[src/rtl/sb_reg_file.sv]
// Integer register file: NRD combinational read ports with write-through bypass, one write port,
// and a per-register busy scoreboard (set at issue, cleared at writeback). Register 0 is hardwired to zero.
module sb_reg_file #(
  parameter int              XLEN    = 32,
  parameter int              AW      = 5,
  parameter int              NRD     = 2,
  parameter int              SP_IDX  = 2,
  parameter logic [XLEN-1:0] SP_INIT = 32'h0101_1111
) (
  input  logic                  clk,
  input  logic                  reset_n,
  input  logic [NRD*AW-1:0]     rd_addr,
  output logic [NRD*XLEN-1:0]   rd_data,
  output logic [NRD-1:0]        rd_busy,
  input  logic                  wr_en,
  input  logic [AW-1:0]         wr_addr,
  input  logic [XLEN-1:0]       wr_data,
  input  logic                  iss_en,
  input  logic [AW-1:0]         iss_addr,
  output logic [(2**AW)-1:0]    busy_vec
);

  localparam int NREG = 2**AW;

  logic [XLEN-1:0] regs_q [NREG];
  logic [XLEN-1:0] regs_d [NREG];
  logic [NREG-1:0] busy_q;
  logic [NREG-1:0] busy_d;

  logic wr_live;
  logic iss_live;

  assign wr_live  = wr_en  && (wr_addr  != '0);
  assign iss_live = iss_en && (iss_addr != '0);

  // Issue is applied after the write so a same-edge collision leaves the register busy.
  always_comb begin
    regs_d = regs_q;
    busy_d = busy_q;
    if (wr_live) begin
      regs_d[wr_addr] = wr_data;
      busy_d[wr_addr] = 1'b0;
    end
    if (iss_live) begin
      busy_d[iss_addr] = 1'b1;
    end
  end

  always_ff @(posedge clk or negedge reset_n) begin
    if (!reset_n) begin
      for (int i = 0; i < NREG; i++) begin
        regs_q[i] <= (i == SP_IDX) ? SP_INIT : '0;
      end
      busy_q <= '0;
    end else begin
      regs_q <= regs_d;
      busy_q <= busy_d;
    end
  end

  always_comb begin
    rd_data = '0;
    rd_busy = '0;
    for (int k = 0; k < NRD; k++) begin
      logic [AW-1:0] a;
      logic          hit;
      a   = rd_addr[k*AW +: AW];
      hit = wr_en && (wr_addr == a);
      if (a == '0) begin
        rd_data[k*XLEN +: XLEN] = '0;
      end else if (hit) begin
        rd_data[k*XLEN +: XLEN] = wr_data;
      end else begin
        rd_data[k*XLEN +: XLEN] = regs_q[a];
      end
      rd_busy[k] = busy_q[a] && !hit;
    end
  end

  assign busy_vec = busy_q;

endmodule

[config.mk]
export PLATFORM = sky130hd
export DESIGN_NAME = sb_reg_file
export DESIGN_NICKNAME = d
export VERILOG_FILES = /design/src/rtl/sb_reg_file.sv
export SDC_FILE = /design/constraint.sdc
export NUM_CORES = 2
export LEC_CHECK = 0
export CAP_MARGIN = 40
export CORE_MARGIN = 1
export CORE_UTILIZATION = 60
export CTS_CLUSTER_DIAMETER = 30
export CTS_CLUSTER_SIZE = 16
export DETAILED_ROUTE_END_ITERATION = 8
export GPL_ROUTABILITY_DRIVEN = 0
export HOLD_SLACK_MARGIN = 0.15
export PLACE_DENSITY_LB_ADDON = 0.3
export SYNTH_ARGS = -nofsm -noshare
export SYNTH_HDL_FRONTEND = slang
export SYNTH_SLANG_ARGS = --single-unit
[constraint.sdc]
create_clock -name clk -period 8.4 [get_ports clk]
set_clock_uncertainty 0.15 [all_clocks]
set_input_delay 1.68 -clock clk [delete_from_list [all_inputs] [get_ports clk]]
set_output_delay 1.68 -clock clk [all_outputs]
set_load 0.01 [all_outputs]
==> tab_implementation.tex <==
\begin{tabular}{lr}
\hline
Metric & Value \\
\hline
\multicolumn{2}{l}{\textbf{Hold path}} \\
Startpoint of the lowest-slack hold path & regs\_q[1005]\$\_DFFE\_PN0P\_ \\
Hold Crit Class & flop to flop \\
\multicolumn{2}{l}{\textbf{Drt}} \\
Vias per cell & 7.430 \\
Number of DRC markers after the initial detailed-route iteration & 5159 \\
Routed via count & 41.41k \\
Post-detailed-routing wire length & 196500 um \\
Number of design rule violations left after detail routing & 0 \\
1st-pass router iterations & 7 \\
Avg WL per Cell & 35.27 um \\
Number of antenna-violating nets in the routed design & 0 \\
\multicolumn{2}{l}{\textbf{Power}} \\
Clock group share of total power & 46.5\% \\
Switching Power & just over 0.005 W \\
Share of power burned in combinational logic & 17.6\% \\
Power density over the cells & between 200 and 300 mW/mm2 \\
Total internal power & about 0.014 W \\
Worst VDD drop & 0.2541 mV \\
Switching share of power & 27.01\% \\
Leakage power of the design & 29.43 nW \\
Power share of the sequential group & 35.9\% \\
\multicolumn{2}{l}{\textbf{Critical path}} \\
Cell type of the slowest stage on the worst timing path & sky130\_fd\_sc\_hd\_\_and2\_1 \\
Crit Reg-Reg Startpoint & regs\_q[404]\$\_DFFE\_PN0P\_ \\
Maximum fanout along the worst path & 17 \\
Critical path data required time & between 6 and 7 ns \\
Endpoint type of the worst setup path & output pin \\
Critical path startpoint & rd\_addr[3] \\
Critical Path Most Common Cell & sky130\_fd\_sc\_hd\_\_clkdlybuf4s50\_1 \\
Critical path's largest stage delay & roughly 0.67 ns \\
CP Data Arrival Time & 5.62 ns \\
Class of the most critical setup path & input pin to output pin \\
Ordered cell list for the critical path & clkdlybuf4s50\_1 > buf\_4 > clkinv\_1 > nand2\_1 > or3\_1 > and2\_1 > a221o\_1 > clkdlybuf4s50\_1 \\
Kind of start point of the critical path & input pin \\
\multicolumn{2}{l}{\textbf{GRT}} \\
GRT Total Usage & 41.54\% \\
GR Overflow Total & 0 \\
First-pass GRT wire length & about 290000 um \\
Maximum number of pins on one net before global-route repair & 183 \\
Number of global-route vias before repair & 41.81k \\
Antenna violations before repair & 10 \\
\multicolumn{2}{l}{\textbf{Die}} \\
Die ar. & around 0.096 mm2 \\
Rows & 112 \\
Starting Density & between 60\% and 70\% \\
Number of top-level design ports & 154 \\
Die span in x & between 300 and 400 um \\
Core area & 0.09361 mm2 \\
Die Y & 310.1 um \\
\multicolumn{2}{l}{\textbf{Timing}} \\
Minimum clock period after layout & 7.445 ns \\
Worst rel slew slack & 24.77\% \\
Unrepaired setup endpoints after global routing & false \\
Sum of negative setup slack & 0 ns \\
Pin slew with the least headroom to its limit & 1.128 ns \\
Endpoints failing hold & 0 \\
Final setup margin & 0.9547 ns \\
Achievable Freq & 134.3 MHz \\
Final number of max-transition violations & 0 \\
Fraction of the cycle the final worst path needs & 88.63\% \\
\# setup viols final & 0 \\
\multicolumn{2}{l}{\textbf{Clock network}} \\
Clock buffer count from CTS & between 200 and 250 \\
CTS root buf & sky130\_fd\_sc\_hd\_\_clkbuf\_16 \\
Post-CTS Repair Setup Buffers & 0 \\
CTS sink cnt & 1056 \\
Maximum buffer depth of the clock tree & 3 \\
CTS H-tree lvls & 4 \\
TritonCTS clock tree & done \\
Number of buffers inserted by hold repair at cts & 0 \\
Clk pin slew, worst setup/hold paths & 0.05 ns \\
Clock insertion delay at the later pin of the skew report & 0.77 ns \\
Post-CTS sizing & 0 \\
\multicolumn{2}{l}{\textbf{Layout}} \\
Fraction of the core area covered by cells at the end of the flow & 72.11\% \\
Layout cells sized above 1 & 47.75\% \\
Layout overhead on the synthesized area & 18.51\% \\
Number of non-filler instances in the completed layout & 5573 \\
Most common library cell in the layout ignoring fill and taps & sky130\_fd\_sc\_hd\_\_dfrtp\_1 \\
Number of nets at the end of the flow & 4181 \\
Commonest cells after routing, fill and taps aside & sky130\_fd\_sc\_hd\_\_dfrtp\_1 (1050), sky130\_fd\_sc\_hd\_\_mux2\_2 (1032), sky130\_fd\_sc\_hd\_\_mux4\_2 (406), sky130\_fd\_sc\_hd\_\_mux2i\_1 (232), sky130\_fd\_sc\_hd\_\_clkbuf\_16 (212) \\
Layout fillers & 5937 \\
\multicolumn{2}{l}{\textbf{Yosys}} \\
Mean area per synthesized cell & 14.10 um2 \\
Count of cell types in the netlist & 58 \\
Share of synthesized flip-flops with an asynchronous set or reset & 100.0\% \\
EDFF count, synth & 0 \\
Mapped Nets & approximately 4k \\
Post-synthesis instance area & 0.05696 mm2 \\
Post-synthesis sequential area ratio & approximately 46\% \\
Commonest register cell after synthesis & sky130\_fd\_sc\_hd\_\_dfrtp\_1 \\
Synthesis warning total & 0 \\
Number of flip-flops and latches in the synthesized netlist & 1056 \\
Synthesized netlist cell count & 4040 \\
\multicolumn{2}{l}{\textbf{Place}} \\
HPWL after detailed placement & between 100000 and 150000 um \\
Worst slack at placement & roughly 1.2 ns \\
Number of cells in the design after placement & 5166 \\
Count of port buffers added during placement & 153 \\
\multicolumn{2}{l}{\textbf{Status}} \\
Run status & complete, no violations \\
\multicolumn{2}{l}{\textbf{Job}} \\
Max-capacitance violation count & 0 \\
\hline
\end{tabular}
==> worst paths after layout <==
| kind | endpoint | slack [ns] | cells past startpoint |
|---|---|---|---|
| hold reg to reg | regs_q[1005]$_DFFE_PN0P_ | 0.24 | 0 |
| hold / removal | regs_q[1005]$_DFFE_PN0P_ | 0.24 | 0 |
| setup reg to reg | regs_q[404]$_DFFE_PN0P_ | 7.42 | 1 |
| min in group asynchronous | regs_q[507]$_DFFE_PN0P_ | 0.79 | 1 |
| max in group asynchronous | regs_q[782]$_DFFE_PN0P_ | 5.41 | 3 |
| setup / recovery | rd_data[29] | 0.95 | 8 |
==> metal layers <==
metal	GRT usage, %	vias to the layer above	wire length [um]
met4	25.31	12	13100
met2	58.40	3165	85300
met1	54.72	21590	71040
li1	-	15820	-
met3	15.69	826	26960
met5	0.5056	-	132
==> power by group through the flow <==
stage                     logic, W  registers (W)  clock network [W]
after floorplan            0.00233        0.00662                  0
after global placement     0.00317        0.00678                  0
after detailed placement   0.00327        0.00686                  0
after CTS                  0.00332        0.00681            0.00888
after global routing       0.00353        0.00695            0.00916
final                      0.00337        0.00686            0.00888
==> cell families (layout without fill, tap and decap cells) <==
group	count (synthesis)	after routing	synth area share [%]
buffers and inverters	462	734	3.827
multiplexers	1670	1670	40.53
other	0	7	0
XOR/XNOR	10	10	0.1538
AND/OR/NAND/NOR	385	385	3.282
flip-flops	1056	1056	46.41
AO/OA/AOI/OAI	457	457	5.797
==> synth_stat cells (12+ instances only) <==
| master | instances | area share (%) |
|---|---|---|
| sky130_fd_sc_hd__a221o_1 | 12 | 0.21 |
| sky130_fd_sc_hd__mux2_2 | 1032 | 20 |
| sky130_fd_sc_hd__a21oi_1 | 55 | 0.48 |
| sky130_fd_sc_hd__buf_4 | 34 | 0.45 |
| sky130_fd_sc_hd__a211oi_1 | 20 | 0.26 |
| sky130_fd_sc_hd__nand2_1 | 125 | 0.82 |
| sky130_fd_sc_hd__nor2b_1 | 33 | 0.36 |
| sky130_fd_sc_hd__o22ai_1 | 48 | 0.53 |
| sky130_fd_sc_hd__nand3_1 | 84 | 0.74 |
| sky130_fd_sc_hd__mux4_2 | 406 | 16 |
| sky130_fd_sc_hd__buf_6 | 16 | 0.32 |
| sky130_fd_sc_hd__buf_2 | 136 | 1.2 |
| sky130_fd_sc_hd__nor2_1 | 62 | 0.41 |
| sky130_fd_sc_hd__o221a_2 | 16 | 0.32 |
| sky130_fd_sc_hd__mux2i_1 | 232 | 4.1 |
| sky130_fd_sc_hd__o21ai_0 | 43 | 0.38 |
| sky130_fd_sc_hd__a22o_1 | 23 | 0.35 |
| sky130_fd_sc_hd__buf_1 | 35 | 0.23 |
| sky130_fd_sc_hd__clkbuf_1 | 227 | 1.5 |
| sky130_fd_sc_hd__a22oi_1 | 157 | 2.1 |
| sky130_fd_sc_hd__a2111oi_0 | 26 | 0.40 |
| sky130_fd_sc_hd__o211ai_1 | 28 | 0.37 |
| sky130_fd_sc_hd__nor3_1 | 16 | 0.14 |
| sky130_fd_sc_hd__dfrtp_1 | 1050 | 46 |
==> cell type report <==
cell class                      count  area [um2]  share of cell area, %
Clock inverter                    125        1824                  2.703
Multi-Input combinational cell   2522       28590                  42.35
Inverter                           12       45.04                0.06673
Antenna cell                        7       17.52                0.02595
Tap cell                         1254        1569                  2.324
Timing Repair Buffer              323        3256                  4.823
Clock buffer                      274        5768                  8.545
Sequential cell                  1056       26430                  39.16
==> per-stage QoR <==
step	area (um2)	power (W)	hold WS [ns]
floorplan	56960	0.008944	0.2913
global placement	59410	0.009948	0.2274
detailed placement	59890	0.01013	0.2337
CTS	67480	0.01901	0.2440
global route	67490	0.01964	0.2539
finish	67500	0.01911	0.2404
==> critical path, delay by kind of cell <==
kind	cells	cell delay (ns)
buffers and inverters	4	2.03
and+or+nand+nor	3	1.47
AOI/OAI and AO/OA	1	0.40
==> registers in the layout, indices dropped and copies added (netlist names) <==
signal / cells
regs_q: 1024
busy_vec: 32
Power figures use the tool's default switching activity.
